--- src/rtl/skid_pkg.sv ---
// Shared types for the two-entry skid buffer: controller state encoding,
// occupancy width and the state-to-occupancy mapping.
package skid_pkg;

    typedef enum logic [1:0] {
        EMPTY = 2'd0,
        ONE   = 2'd1,
        TWO   = 2'd2
    } state_t;

    localparam int OCC_W = 2;

    function automatic logic [OCC_W-1:0] occ_of(input state_t s);
        logic [OCC_W-1:0] occ;
        occ = '0;
        case (s)
            EMPTY:   occ = 2'd0;
            ONE:     occ = 2'd1;
            TWO:     occ = 2'd2;
            default: occ = 2'd0;
        endcase
        return occ;
    endfunction

endpackage

--- src/rtl/skid_ctrl.sv ---
// Control FSM for the skid buffer: tracks how many words are held and
// produces load enables plus the registered handshake outputs.
module skid_ctrl
    import skid_pkg::*;
(
    input  logic             clk,
    input  logic             rst,
    input  logic             flush,
    input  logic             in_valid,
    input  logic             out_ready,
    output logic             load_main,
    output logic             load_skid,
    output logic             sel_skid,
    output logic             in_ready,
    output logic             out_valid,
    output logic [OCC_W-1:0] occupancy
);

    state_t state;
    state_t state_next;
    logic   in_fire;
    logic   out_fire;

    assign in_fire  = in_valid & in_ready;
    assign out_fire = out_valid & out_ready;

    // Handshake outputs are flops loaded from the next state, so in_ready
    // never depends combinationally on out_ready.
    always_ff @(posedge clk or posedge rst) begin
        if (rst) begin
            state     <= EMPTY;
            in_ready  <= 1'b1;
            out_valid <= 1'b0;
            occupancy <= '0;
        end else begin
            state     <= state_next;
            in_ready  <= (state_next != TWO);
            out_valid <= (state_next != EMPTY);
            occupancy <= occ_of(state_next);
        end
    end

    always_comb begin
        state_next = state;
        if (flush) begin
            state_next = EMPTY;
        end else begin
            case (state)
                EMPTY: begin
                    if (in_fire) state_next = ONE;
                end
                ONE: begin
                    if (in_fire && !out_fire)      state_next = TWO;
                    else if (!in_fire && out_fire) state_next = EMPTY;
                end
                TWO: begin
                    if (out_fire) state_next = ONE;
                end
                default: state_next = EMPTY;
            endcase
        end
    end

    // Flush suppresses data loads so a word offered alongside it is never captured.
    always_comb begin
        load_main = 1'b0;
        load_skid = 1'b0;
        sel_skid  = 1'b0;
        if (!flush) begin
            case (state)
                EMPTY: begin
                    load_main = in_fire;
                end
                ONE: begin
                    load_main = in_fire & out_fire;
                    load_skid = in_fire & ~out_fire;
                end
                TWO: begin
                    load_main = out_fire;
                    sel_skid  = 1'b1;
                end
                default: begin
                    load_main = 1'b0;
                end
            endcase
        end
    end

    a_no_skid_when_full: assert property (@(posedge clk) disable iff (rst)
        (state == TWO) |-> !load_skid);

    a_occ_in_range: assert property (@(posedge clk) disable iff (rst)
        occupancy != 2'd3);

endmodule

--- src/rtl/skid_buffer.sv ---
// Two-entry skid buffer: registered ready/valid on both sides, with the
// head word always presented straight from the main data register.
module skid_buffer
    import skid_pkg::*;
#(
    parameter int n = 16
) (
    input  logic             clk,
    input  logic             rst,
    input  logic             flush,
    input  logic             in_valid,
    output logic             in_ready,
    input  logic [n-1:0]     in_data,
    output logic             out_valid,
    input  logic             out_ready,
    output logic [n-1:0]     out_data,
    output logic [OCC_W-1:0] occupancy
);

    logic [n-1:0] main_q;
    logic [n-1:0] skid_q;
    logic         load_main;
    logic         load_skid;
    logic         sel_skid;

    skid_ctrl u_ctrl (
        .clk       (clk),
        .rst       (rst),
        .flush     (flush),
        .in_valid  (in_valid),
        .out_ready (out_ready),
        .load_main (load_main),
        .load_skid (load_skid),
        .sel_skid  (sel_skid),
        .in_ready  (in_ready),
        .out_valid (out_valid),
        .occupancy (occupancy)
    );

    // Main holds its last value whenever no load occurs, so out_data never goes X.
    always_ff @(posedge clk or posedge rst) begin
        if (rst) begin
            main_q <= '0;
        end else if (load_main) begin
            main_q <= sel_skid ? skid_q : in_data;
        end
    end

    always_ff @(posedge clk or posedge rst) begin
        if (rst) begin
            skid_q <= '0;
        end else if (load_skid) begin
            skid_q <= in_data;
        end
    end

    assign out_data = main_q;

endmodule

--- config.mk ---
export PLATFORM = sky130hd
export DESIGN_NAME = skid_buffer
export DESIGN_NICKNAME = d
export VERILOG_FILES = /design/src/rtl/skid_pkg.sv /design/src/rtl/skid_ctrl.sv /design/src/rtl/skid_buffer.sv
export SDC_FILE = /design/constraint.sdc
export NUM_CORES = 1
export LEC_CHECK = 0
export CELL_PAD_IN_SITES_DETAIL_PLACEMENT = 1
export CELL_PAD_IN_SITES_GLOBAL_PLACEMENT = 1
export CORE_ASPECT_RATIO = 0.5
export CORE_UTILIZATION = 40
export CTS_CLUSTER_DIAMETER = 200
export DETAILED_ROUTE_END_ITERATION = 10
export PLACE_DENSITY_LB_ADDON = 0.1
export SYNTH_ARGS = -nofsm -noshare
export SYNTH_HDL_FRONTEND = slang
export SYNTH_SLANG_ARGS = --single-unit
--- constraint.sdc ---
create_clock -name clk -period 2.4 [get_ports clk]
set_input_delay 0.48 -clock clk [delete_from_list [all_inputs] [get_ports clk]]
set_output_delay 0.48 -clock clk [all_outputs]
set_load 0.02 [all_outputs]
==> flow_summary.json, run 1 <==
{
  "cts_buffers": 5,
  "grt_pass1_wl_mm": 5.91,
  "critPathRequiredTime_ps": 1920,
  "syn_inst": 108,
  "numPlacedInstances": 207,
  "die-area_sq_mm": 0.00461,
  "wl_mm": 3.46,
  "initial_core_util_pct": 43.0,
  "cts-root-buf": "clkbuf_8",
  "setup_viol": 0,
  "port_buffers": 40,
  "cp-start-kind": "register",
  "wl_per_cell_microns": 16.1,
  "final_cells": 215,
  "areaGrowthSynthToFinish_pct": 34.9,
  "clock_sinks": 38,
  "row_count": 16,
  "final_core_util_pct": 58.0,
  "r2r_start": "u_ctrl.state[1]$_DFF_PP0_",
  "fillers": 398,
  "use_met1_pct": 23.3,
  "post_synth_num_cell_types": 23,
  "timing.critical_path.to_type": "output pin",
  "critical_path_class": "register to output pin",
  "layout.nets": 181,
  "grt_max_degree": 39,
  "slew_violations": 0,
  "avgSynthCellArea_sq_um": 16.0,
  "min_period_over_period_pct": 81.6,
  "syn-num-nets": 129,
  "dpl_cell_area_sq_mm": 0.00222,
  "grt_util_met2_pct": 27.9,
  "yosysSeqAreaShare_pct": 55.0,
  "cts_buffer_depth": 2,
  "worstPathCellList": "clkdlybuf4s50_1",
  "vias": 1044,
  "leakagePower_nw": 0.990,
  "slew_headroom_pct": 68.3,
  "io_pins": 41,
  "crit_buf_inv": 1,
  "met3_usage_pct": 5.66,
  "hold_viol_final": 0,
  "first_global_vias": 1167,
  "route.detailed.drc": 0,
  "dr.pass1.iters": 4,
  "path_delay_family": "buffers and inverters",
  "grt-ovfl-total": 0,
  "drive_gt1_share_pct": 46.0,
  "multiInputGateArea_sq_um": 737,
  "maxCapViolations": 0,
  "chipHeight_microns": 48.5,
  "most-common-layout-cells": "40 x clkdlybuf4s50_1, 39 x mux2_2, 37 x dfrtp_1",
  "ys_warn_count": 0,
  "grt-busiest-layer": "met2",
  "ys_ff_latch": 38,
  "die_x_microns": 95.0,
  "syn-cell-area_sq_mm": 0.00173,
  "cts_tree": "done",
  "r2r-end": "out_data[5]$_DFFE_PP0P_",
  "cp_max_fo": 4,
  "drtAntennaViolNets": 0,
  "htreeDepth": 2,
  "vdd_ir_drop_max_uv": 420,
  "crit_path_start": "u_ctrl.in_ready$_DFF_PP1_",
  "tns_ps": 0,
  "num_antenna_cells": 0,
  "grtUsageTotal_pct": 17.4,
  "hold_class": "register to register",
  "cp.arrival_ps": 1480,
  "fmax_ghz": 0.510,
  "place_congestion": 0.696,
  "antenna_found_initial": 0,
  "dp_hpwl_mm": 2.39,
  "fin_skew_ps": 5.39,
  "clock_latency_ps": 280,
  "ff2ff_path_depth": 4,
  "post_cts_buffers": 0,
  "final_common_cell": "clkdlybuf4s50_1",
  "crit_end": "in_ready",
  "synth-edff-count": 0,
  "slowest_delay_ps": 620,
  "cts_hold_buf": 0,
  "rrSetupSlack_ps": 690,
  "power_density_mw_per_mm2": 1020,
  "synthFlopType": "dfrtp_1",
  "fin_area_sq_mm": 0.00233,
  "seqCellArea_sq_um": 952,
  "ys_async_sr_fraction_pct": 100,
  "design.core.area_sq_mm": 0.00402,
  "worstMarginPinSlew_ps": 475,
  "finalCriticalPeriod_ps": 1960,
  "avgViaCountPerCell": 4.86,
  "slowest_stage": "clkdlybuf4s50_1",
  "path_clk_slew_ps": 80,
  "outcome": "finished, final reports clean",
  "drt_iter0_markers": 26,
  "rsz0062_at_grt": "no",
  "cts_resized": 0,
  "cp.depth": 1
}
## worst min path at each step
| stage | startpoint | end | slack, ps | depth (start not counted) |
|---|---|---|---|---|
| after CTS | skid_q[10]$_DFFE_PP0P_ | skid_q[10]$_DFFE_PP0P_ | 510 | 1 |
| after floorplan | skid_q[0]$_DFFE_PP0P_ | skid_q[0]$_DFFE_PP0P_ | 470 | 1 |
| final | skid_q[10]$_DFFE_PP0P_ | skid_q[10]$_DFFE_PP0P_ | 510 | 1 |
| after global routing | skid_q[8]$_DFFE_PP0P_ | skid_q[8]$_DFFE_PP0P_ | 530 | 1 |
| after detailed placement | skid_q[10]$_DFFE_PP0P_ | skid_q[10]$_DFFE_PP0P_ | 490 | 1 |
| after global placement | skid_q[15]$_DFFE_PP0P_ | skid_q[15]$_DFFE_PP0P_ | 480 | 1 |
## cell usage after synthesis (all sizes together), types with 2 or more instances
cell,n,share of area (%)
a21oi,3,0.87
inv,2,0.43
or2,2,0.72
dfrtp,37,54
mux2,48,33
buf,3,2.0
a21o,2,0.94
## area by class of cell
class                   count  area share (%)
clock buffers               8            4.72
well taps                  54            2.89
inverters                   2           0.322
repair buffers             48            19.7
flip-flops and latches     38            40.8
multi-input cells          65            31.6
## flip-flops by register name, summed over array words and instances (netlist names)
signal	count
out_data	16
skid_q	16
u_ctrl.occupancy	2
u_ctrl.state	2
u_ctrl.in_ready	1
u_ctrl.out_valid	1
## cell families after synthesis
| family | after synthesis | synth area share (%) |
|---|---|---|
| AND/OR/NAND/NOR | 9 | 5.57 |
| multiplexers | 48 | 33.0 |
| flip-flops | 38 | 55.0 |
| buffers and inverters | 5 | 2.39 |
| AO/OA/AOI/OAI | 8 | 4.05 |
## per-layer routing
layer,vias up,share of wire [%]
met5,-,0
met4,0,0
met3,0,4.7
met2,25,48
met1,527,47
li1,492,-
## stage by stage
stage	hold WS (ps)	power (mW)	setup WS, ps
floorplan	475	1.52	663
global placement	483	1.85	224
detailed placement	495	1.88	177
CTS	512	2.41	431
global route	530	2.53	393
finish	510	2.38	441
## power by group
part / switching, mW / leakage [nW] / internal [mW]
Clock: 0.225 / 0.0575 / 0.290
Combinational: 0.325 / 0.476 / 0.499
Sequential: 0.145 / 0.457 / 0.896
Total: 0.694 / 0.990 / 1.69
Power figures use the tool's default switching activity.
==> run 2, diff against run 1 <==
--- a/config.mk
+++ b/config.mk
@@ -8,7 +8,7 @@
 export CELL_PAD_IN_SITES_DETAIL_PLACEMENT = 1
 export CELL_PAD_IN_SITES_GLOBAL_PLACEMENT = 1
 export CORE_ASPECT_RATIO = 0.5
-export CORE_UTILIZATION = 40
+export CORE_UTILIZATION = 36
 export CTS_CLUSTER_DIAMETER = 200
 export DETAILED_ROUTE_END_ITERATION = 10
 export PLACE_DENSITY_LB_ADDON = 0.1
==> constraint.sdc (replaced) <==
create_clock -name clk -period 1.6 [get_ports clk]
set_input_delay 0.32 -clock clk [delete_from_list [all_inputs] [get_ports clk]]
set_output_delay 0.32 -clock clk [all_outputs]
set_load 0.02 [all_outputs]
==> flow_summary.json, run 2 (synthesis results as in run 1) <==
{
  "tns_ps": -60.3,
  "p_comb_share_pct": 37.9,
  "maxCapViolations": 0,
  "areaGrowthSynthToFinish_pct": 47.8,
  "vias": 1083,
  "num_antenna_cells": 0,
  "htreeDepth": 2,
  "wl_per_cell_microns": 15.7,
  "min_period_over_period_pct": 102,
  "path_clk_slew_ps": 80,
  "row_count": 17,
  "die-area_sq_mm": 0.00510,
  "drive_gt1_share_pct": 49.4,
  "design.core.area_sq_mm": 0.00451,
  "power.internal_mw": 2.53,
  "layout.nets": 188,
  "crit_path_start": "u_ctrl.in_ready$_DFF_PP1_",
  "p_switching_mw": 1.07,
  "io_pins": 41,
  "wl_mm": 3.68,
  "hold_slack_ps": 386,
  "grt_pass1_wl_mm": 5.94,
  "die_x_microns": 100,
  "r2r_start": "u_ctrl.in_ready$_DFF_PP1_",
  "initial_core_util_pct": 38.4,
  "chipHeight_microns": 51.0,
  "power_density_mw_per_mm2": 1410,
  "rrSetupSlack_ps": -30,
  "final.setup.worst_slack_ps": -29.4,
  "crit_end": "out_data[2]$_DFFE_PP0P_",
  "place_congestion": 0.715,
  "fillers": 456,
  "cp_max_fo": 7,
  "fin_area_sq_mm": 0.00256,
  "outcome": "finished with violations",
  "ff2ff_path_depth": 4,
  "worstMarginPinSlew_ps": 307,
  "grt-ovfl-total": 0,
  "grt_max_degree": 39,
  "hold_class": "input pin to asynchronous set/reset pin",
  "r2r-end": "out_data[2]$_DFFE_PP0P_",
  "drt_iter0_markers": 15,
  "first_global_vias": 1180,
  "violations": "setup timing",
  "dpl_cell_area_sq_mm": 0.00234,
  "drtAntennaViolNets": 0,
  "slew_violations": 0,
  "finalCriticalPeriod_ps": 1630,
  "cts_buffers": 5,
  "timing.critical_path.to_type": "register",
  "critical_path_class": "register to register",
  "critPathRequiredTime_ps": 1770,
  "cts_tree": "done",
  "final_common_cell": "dfrtp_1",
  "cts_buffer_depth": 2,
  "clock_sinks": 38,
  "clock_latency_ps": 290,
  "antenna_found_initial": 0,
  "numPlacedInstances": 222,
  "route.detailed.drc": 0,
  "leakagePower_nw": 1.23,
  "rsz0062_at_grt": "yes",
  "fin_skew_ps": 9.09,
  "cp-start-kind": "register",
  "vdd_ir_drop_max_uv": 715,
  "dr.pass1.iters": 4,
  "switching_share_pct": 29.7,
  "port_buffers": 40,
  "most-common-layout-cells": "35 x dfrtp_1, 33 x mux2_4, 20 x clkdlybuf4s50_1",
  "final_cells": 234,
  "finalPower_mw": 3.60,
  "grtUsageTotal_pct": 15.9,
  "dp_hpwl_mm": 2.39,
  "avgViaCountPerCell": 4.63,
  "fmax_ghz": 0.614,
  "slew_headroom_pct": 79.5,
  "p_seq_share_pct": 43.1,
  "cts_hold_buf": 0,
  "cts-root-buf": "clkbuf_8",
  "p_clk_share_pct": 19.1,
  "cp.arrival_ps": 1800,
  "hold_viol_final": 0,
  "setup_viol": 4
}
run 2: cell types whose count changed in the layout (fill, tap and decap cells not counted), moves of 2 or more:
cell / before / now
mux2_4: 8 / 33
mux2_2: 39 / 14
clkdlybuf4s50_1: 40 / 20
dfrtp_1: 37 / 35
dlymetal6s2s_1: 0 / 12
dfrtp_2: 0 / 2
buf_6: 0 / 3
buf_12: 0 / 3
dlygate4sd2_1: 0 / 8
clkbuf_8: 8 / 6
run 2: per-stage QoR:
| step | utilization [%] | setup WS, ps |
|---|---|---|
| global route | 56.7 | -81.1 |
| finish | 56.7 | -29.4 |
| floorplan | - | -137 |
| detailed placement | 52.0 | -362 |
| global placement | 52.0 | -353 |
| CTS | 54.6 | -25.8 |
run 2: power by group through the flow:
stage,combinational [mW],sequential (mW),clock (mW)
after floorplan,0.606,1.74,0
after global placement,1.33,1.56,0
final,1.36,1.55,0.687
after detailed placement,1.35,1.57,0
after global routing,1.46,1.61,0.755
after CTS,1.37,1.56,0.717
run 2: worst min path at each step:
stage | slack [ps] | cells past startpoint | to
finish | 390 | 3 | skid_q[0]$_DFFE_PP0P_
global route | 430 | 3 | skid_q[12]$_DFFE_PP0P_
CTS | 390 | 3 | u_ctrl.occupancy[0]$_DFF_PP0_
detailed placement | 490 | 1 | skid_q[9]$_DFFE_PP0P_
global placement | 480 | 1 | skid_q[10]$_DFFE_PP0P_
floorplan | 380 | 1 | u_ctrl.out_valid$_DFF_PP0_
run 2: routing by layer:
layer	part of all wire, %	wire length [microns]	global-route usage, %	vias up
met2	46	1700	24.7	25
met5	0	0	0	-
met1	48	1780	20.9	545
met3	4.6	170	5.06	6
li1	-	-	-	507
met4	1.1	39	5.80	0
run 2: critical path, stage by stage (launching register included):
cell and delay, ps:
dfstp_2 580, nand3b_4 90, a211oi_4 290, buf_6 200
mux2_2 340
run 2: final cells by class:
class	instances	area, sq um	area share [%]
clock inverter	2	12.5	0.489
clock buffer	6	82.6	3.23
multi-input combinational	65	836	32.7
tap	66	82.6	3.23
inverter	2	7.51	0.294
sequential	38	955	37.3
timing repair buffer	55	582	22.7
run 2: what timing repair did:
| item | 4_1_cts | 5_1_grt |
|---|---|---|
| buffers inserted | 0 | 4 |
| endpoints found under the hold margin | 0 | 0 |
| endpoints found under the setup margin | 35 | 35 |
| resized for setup | 18 | 21 |
